--- src/rtl/falcon_pkg.sv ---
// Shared constants, state encoding and degree-dependent helpers for the
// Falcon key-generation norm checks.
package falcon_pkg;

  localparam int unsigned NORM_BOUND = 16823;
  localparam int unsigned SQN_W      = 24;

  typedef enum logic [2:0] {
    ST_IDLE,
    ST_RUN_F,
    ST_RUN_G,
    ST_DRAIN,
    ST_DONE
  } state_e;

  // Bit bound on small-polynomial coefficients; only Falcon-512/1024 are used.
  function automatic int unsigned max_fg_bits(input int unsigned logn);
    return (logn == 9) ? 6 : 5;
  endfunction

endpackage

--- src/rtl/poly_sq_acc.sv ---
// Two-stage square-and-accumulate: stage A registers x*x, stage B adds it
// into the running sum. clear zeroes the sum and drops any pending square.
module poly_sq_acc
  import falcon_pkg::*;
#(
  parameter int unsigned IN_W = 7
) (
  input  logic                   clk,
  input  logic                   rst_n,
  input  logic                   clear,
  input  logic                   in_valid,
  input  logic signed [IN_W-1:0] in_x,
  output logic [SQN_W-1:0]       acc,
  output logic                   busy
);

  logic signed [2*IN_W-1:0] x_ext;
  logic signed [2*IN_W-1:0] prod;
  logic                     sq_valid_q, sq_valid_d;
  logic [SQN_W-1:0]         sq_q, sq_d;
  logic [SQN_W-1:0]         acc_q, acc_d;

  always_comb begin
    x_ext      = {{IN_W{in_x[IN_W-1]}}, in_x};
    prod       = x_ext * x_ext;
    sq_valid_d = in_valid && !clear;
    sq_d       = SQN_W'($unsigned(prod));
    acc_d      = acc_q;
    if (clear) begin
      acc_d = '0;
    end else if (sq_valid_q) begin
      acc_d = acc_q + sq_q;
    end
  end

  always_ff @(posedge clk or negedge rst_n) begin
    if (!rst_n) begin
      sq_valid_q <= 1'b0;
      sq_q       <= '0;
      acc_q      <= '0;
    end else begin
      sq_valid_q <= sq_valid_d;
      sq_q       <= sq_d;
      acc_q      <= acc_d;
    end
  end

  assign acc  = acc_q;
  assign busy = sq_valid_q;

endmodule

--- src/rtl/poly_small_norm_check.sv ---
// Consumes the f-then-g coefficient stream of the small-polynomial sampler,
// range-checks every coefficient and reports the squared norm with a verdict.
module poly_small_norm_check
  import falcon_pkg::*;
#(
  parameter int unsigned logn  = 9,
  parameter int unsigned f_bit = (logn == 9) ? 7 : 6
) (
  input  logic                    clk,
  input  logic                    rst_n,
  input  logic                    ena,
  input  logic                    f_valid,
  input  logic signed [f_bit-1:0] f,
  output logic                    done,
  output logic                    pass,
  output logic [SQN_W-1:0]        sqnorm,
  output state_e                  dbg_state
);

  // Handshake: f_valid has no ready; every asserted cycle in RUN_F/RUN_G is one
  // coefficient. ena is honoured only in IDLE; done is a one-cycle verdict strobe.
  localparam logic [10:0]          LAST  = 11'((1 << logn) - 1);
  localparam int                   LIM   = 1 << (max_fg_bits(logn) - 1);
  localparam logic signed [f_bit:0] LIM_P = (f_bit + 1)'(LIM);
  localparam logic signed [f_bit:0] LIM_N = (f_bit + 1)'(-LIM);
  localparam logic [SQN_W-1:0]     BOUND = SQN_W'(NORM_BOUND);

  state_e                  state_q, state_d;
  logic [10:0]             cnt_q, cnt_d;
  logic                    s1_valid_q, s1_valid_d;
  logic signed [f_bit-1:0] s1_f_q, s1_f_d;
  logic                    s1_oor_q, s1_oor_d;
  logic                    bad_q, bad_d;
  logic                    done_q, done_d;
  logic                    pass_q, pass_d;
  logic [SQN_W-1:0]        sqnorm_q, sqnorm_d;
  logic signed [f_bit:0]   f_ext;
  logic                    beat;
  logic                    acc_clear;
  logic [SQN_W-1:0]        acc;
  logic                    sq_busy;

  always_comb begin
    state_d    = state_q;
    cnt_d      = cnt_q;
    bad_d      = bad_q;
    pass_d     = pass_q;
    sqnorm_d   = sqnorm_q;
    done_d     = 1'b0;
    acc_clear  = 1'b0;
    f_ext      = {f[f_bit-1], f};
    beat       = f_valid && ((state_q == ST_RUN_F) || (state_q == ST_RUN_G));
    s1_valid_d = beat;
    s1_f_d     = f;
    s1_oor_d   = (f_ext >= LIM_P) || (f_ext <= LIM_N);
    if (s1_valid_q && s1_oor_q) begin
      bad_d = 1'b1;
    end
    case (state_q)
      ST_IDLE: begin
        if (ena) begin
          state_d   = ST_RUN_F;
          cnt_d     = '0;
          acc_clear = 1'b1;
          bad_d     = 1'b0;
          pass_d    = 1'b0;
          sqnorm_d  = '0;
        end
      end
      ST_RUN_F, ST_RUN_G: begin
        if (beat) begin
          if (cnt_q == LAST) begin
            cnt_d   = '0;
            state_d = (state_q == ST_RUN_F) ? ST_RUN_G : ST_DRAIN;
          end else begin
            cnt_d = cnt_q + 11'd1;
          end
        end
      end
      ST_DRAIN: begin
        // Last square has landed in the accumulator once both stages are idle.
        if (!s1_valid_q && !sq_busy) begin
          sqnorm_d = acc;
          pass_d   = !bad_q && (acc < BOUND);
          done_d   = 1'b1;
          state_d  = ST_DONE;
        end
      end
      ST_DONE: state_d = ST_IDLE;
      default: state_d = ST_IDLE;
    endcase
  end

  always_ff @(posedge clk or negedge rst_n) begin
    if (!rst_n) begin
      state_q    <= ST_IDLE;
      cnt_q      <= '0;
      s1_valid_q <= 1'b0;
      s1_f_q     <= '0;
      s1_oor_q   <= 1'b0;
      bad_q      <= 1'b0;
      done_q     <= 1'b0;
      pass_q     <= 1'b0;
      sqnorm_q   <= '0;
    end else begin
      state_q    <= state_d;
      cnt_q      <= cnt_d;
      s1_valid_q <= s1_valid_d;
      s1_f_q     <= s1_f_d;
      s1_oor_q   <= s1_oor_d;
      bad_q      <= bad_d;
      done_q     <= done_d;
      pass_q     <= pass_d;
      sqnorm_q   <= sqnorm_d;
    end
  end

  poly_sq_acc #(.IN_W(f_bit)) u_sq_acc (
    .clk      (clk),
    .rst_n    (rst_n),
    .clear    (acc_clear),
    .in_valid (s1_valid_q),
    .in_x     (s1_f_q),
    .acc      (acc),
    .busy     (sq_busy)
  );

  assign done      = done_q;
  assign pass      = pass_q;
  assign sqnorm    = sqnorm_q;
  assign dbg_state = state_q;

endmodule

--- config.mk ---
export PLATFORM = sky130hd
export DESIGN_NAME = poly_small_norm_check
export DESIGN_NICKNAME = d
export VERILOG_FILES = /design/src/rtl/falcon_pkg.sv /design/src/rtl/poly_sq_acc.sv /design/src/rtl/poly_small_norm_check.sv
export SDC_FILE = /design/constraint.sdc
export NUM_CORES = 1
export LEC_CHECK = 0
export CAP_MARGIN = 0
export CELL_PAD_IN_SITES_DETAIL_PLACEMENT = 2
export CELL_PAD_IN_SITES_GLOBAL_PLACEMENT = 2
export CORE_MARGIN = 4
export CORE_UTILIZATION = 38
export CTS_BUF_LIST = sky130_fd_sc_hd__clkbuf_16
export CTS_CLUSTER_SIZE = 24
export DETAILED_ROUTE_END_ITERATION = 8
export PLACE_DENSITY = 0.8
export SLEW_MARGIN = 20
export SYNTH_ARGS = -nofsm -noshare
export SYNTH_HDL_FRONTEND = slang
export SYNTH_HIERARCHICAL = 1
export SYNTH_SLANG_ARGS = --single-unit
--- constraint.sdc ---
create_clock -name clk -period 6 [get_ports clk]
set_input_delay 1.2 -clock clk [delete_from_list [all_inputs] [get_ports clk]]
set_output_delay 1.2 -clock clk [all_outputs]
set_load 0.005 [all_outputs]
==> flow_metrics.tcl <==
set metrics [dict create \
    drive_gt1_frac 0.0679 \
    drc 0 \
    multiInputGateArea_mm2 0.00367 \
    cts.path.max_buffers 2 \
    ys_warn_count 6 \
    synth-edff-count 0 \
    grt_max_degree 55 \
    period_needed_ns 4.86 \
    clock-sinks 88 \
    io_pins 40 \
    start_util 0.389 \
    grt_pass1_wl_um 29000 \
    ys_ff_latch 88 \
    status "completed" \
    rsz0062_at_grt "false" \
    arrival_ns 5.08 \
    clk_root_buffer_cell "clkbuf_16" \
    grt_overflow 0 \
    cp_max_fo 9 \
    dpl_cell_area_mm2 0.00681 \
    seq_area_frac_synth 0.354 \
    area.sequential_mm2 0.00220 \
    syn_area_mm2 0.00623 \
    antenna_found_initial 0 \
    worstHoldPathType "reg2reg" \
    wl_per_cell_um 18.8 \
    synthCells 670 \
    synth_top_area_share 0.354 \
    fin_nets 788 \
    setup_viol 0 \
    wl_um 17400 \
    h-tree-depth 3 \
    fmax_ghz 0.206 \
    ant_nets 0 \
    power.internal_mw 1.81 \
    synthFlopType "dfrtp_1" \
    power_frac_clock 0.188 \
    areaGrowthSynthToFinish_pct 14.5 \
    period_share 0.810 \
    clk_pin_slew_worst_paths_ns 0.07 \
    vias 4994 \
    max_cap_viol_count 0 \
    cts_buffers 9 \
    synth_commonest_cells "dfrtp_1, nand2_1, inv_1" \
    yosys.area.top_type "dfrtp_1" \
    drt_pass1_iterations 5 \
    cts_resized 0 \
    viasPerCell 5.41 \
    syn_avg_cell_area_um2 9.30 \
    rows 46 \
    skew_ns 0.0143 \
    critPathRequiredTime_ns 6.22 \
    cts_setup_buffers 0 \
    insertion_delay_ns 0.35 \
    final-max-slew-violation-count 0 \
    syn-num-nets 756 \
    vdd_drop_max_mv 0.178 \
    start_kind "register" \
    p_switching_mw 1.43 \
    cts_tree "yes" \
    crit_type "reg2reg" \
    die-width_um 136 \
    core_area_mm2 0.0160 \
    slew_headroom 0.334 \
    p_per_area_mw_per_mm2 455 \
    dpl.hpwl_um 13700 \
    whs_ns 0.482 \
    drt-initial-drc-count 170 \
    synthArstFlopShare 1.00 \
    holdBufCountCts 0 \
    power.share.sequential 0.287 \
    worst_pin_slew_ns 0.999 \
    routabilityCongestion 0.802 \
    crit_path_end_kind "register" \
    fill_cells 1786 \
    netSwitchingFraction 0.441 \
    grt_pass1_vias 5644 \
    portBuffers 39 \
    grt.total_usage 0.199 \
    die_y_um 136 \
    synth.most_common_cell "dfrtp_1" \
    synth_cell_types 73 \
    final_util 0.446 \
    num_antenna_cells 0 \
    synth.area.top_cells "dfrtp_1, fa_1, ha_1, nand2_1, inv_1" \
    finalPower_mw 3.25 \
    leakage_nw 3.20 \
    dieArea_mm2 0.0185 \
    p_comb_frac 0.525 \
    tns_ns 0 \
    finalHoldViolCount 0 \
    stdcell_area_mm2 0.00713 \
]
==> layout by cell type (no fill, tap or decap), drive strengths merged, types with 3 or more instances in the layout <==
master	netlist	routed
a21boi	3	3
nand2	83	83
nor3	5	5
and3	7	7
nor4	5	5
o211ai	5	5
inv	68	70
or4	8	8
fa	31	31
o21ai	49	49
dfrtp	88	88
nor2	51	51
a21o	8	8
and2	15	15
a211oi	10	10
mux2	9	9
buf	5	5
mux2i	4	4
or2	3	3
clkdlybuf4s50	0	38
clkinvlp	0	3
nand4	8	8
nand3	15	15
ha	44	44
clkbuf	17	9
a31oi	4	4
xor2	9	9
xnor2	20	20
o31ai	6	6
o21a	3	3
a21oi	27	27
nor2b	14	14
nand2b	9	9
==> kinds of logic after synthesis <==
group                    share of synthesized area
AO/OA/AOI/OAI                                0.150
buffers and inverters                       0.0589
AND/OR/NAND/NOR                              0.184
XOR/XNOR                                    0.0420
multiplexers                                0.0227
adder cells (fa/ha/maj)                      0.188
flip-flops                                   0.354
==> area by class of cell <==
cell class	instances	area share
Multi-Input combinational cell	492	0.514
Tap cell	216	0.0379
Clock buffer	9	0.0316
Inverter	68	0.0358
Sequential cell	88	0.309
Clock inverter	7	0.0133
Timing Repair Buffer	43	0.0586
==> path summary, 6_finish.rpt <==
| check | from | to | slack (ns) | cells after the start |
|---|---|---|---|---|
| setup / recovery | s1_f_q[5]$_DFF_PN0_ | u_sq_acc/sq_q[13]$_DFF_PN0_ | 1.14 | 16 |
| hold / removal | sqnorm[8]$_DFFE_PN0P_ | sqnorm[8]$_DFFE_PN0P_ | 0.48 | 2 |
| setup reg to reg | s1_f_q[5]$_DFF_PN0_ | u_sq_acc/sq_q[13]$_DFF_PN0_ | 1.14 | 16 |
| hold reg to reg | sqnorm[8]$_DFFE_PN0P_ | sqnorm[8]$_DFFE_PN0P_ | 0.48 | 2 |
| max in group asynchronous | rst_n | u_sq_acc/sq_q[11]$_DFF_PN0_ | 4.14 | 2 |
| min in group asynchronous | rst_n | dbg_state[1]$_DFFE_PN0P_ | 0.80 | 1 |
==> worst max-delay path, cell delays in order, from the launching register on <==
cell     delay (ns)
dfrtp_1        0.55
inv_1          0.11
nor2_1         0.24
inv_1          0.11
fa_1           0.51
inv_1          0.05
fa_1           0.50
fa_1           0.55
inv_1          0.06
fa_1           0.53
inv_1          0.04
ha_1           0.34
a21oi_1        0.19
o22ai_1        0.12
o41ai_1        0.44
o21ai_0        0.22
xnor2_1        0.17
==> power by group through the flow <==
stage / logic (mW) / registers (mW) / clock network, mW
2_1_floorplan: 1.27 / 0.862 / 0
3_3_place_gp: 1.59 / 0.930 / 0
3_5_place_dp: 1.71 / 0.943 / 0
4_1_cts: 1.72 / 0.935 / 0.629
5_1_grt: 1.92 / 0.959 / 0.655
6_report: 1.70 / 0.932 / 0.610
==> layer usage <==
| metal | GRT usage | wire, um | up-vias |
|---|---|---|---|
| met5 | 0 | 0 | - |
| met4 | 0.0761 | 436 | 0 |
| met3 | 0.0178 | 358 | 25 |
| met2 | 0.373 | 9340 | 69 |
| met1 | 0.234 | 7260 | 2538 |
| li1 | - | - | 2362 |
==> metrics by stage <==
| step | cells | setup WS [ns] |
|---|---|---|
| final | 923 | 1.14 |
| after global routing | 923 | 0.749 |
| after CTS | 923 | 1.07 |
| after detailed placement | 907 | 1.14 |
| after global placement | 907 | 1.48 |
| after floorplan | 670 | 1.70 |
==> sequential cells by signal, summed over array words and instances, names as in the netlist, 3 cells and up <==
name and flops:
u_sq_acc/acc 24, dbg_state 3, cnt_q 11, s1_f_q 7
sqnorm 24, u_sq_acc/sq_q 13
(Power assumes the default switching activity.)
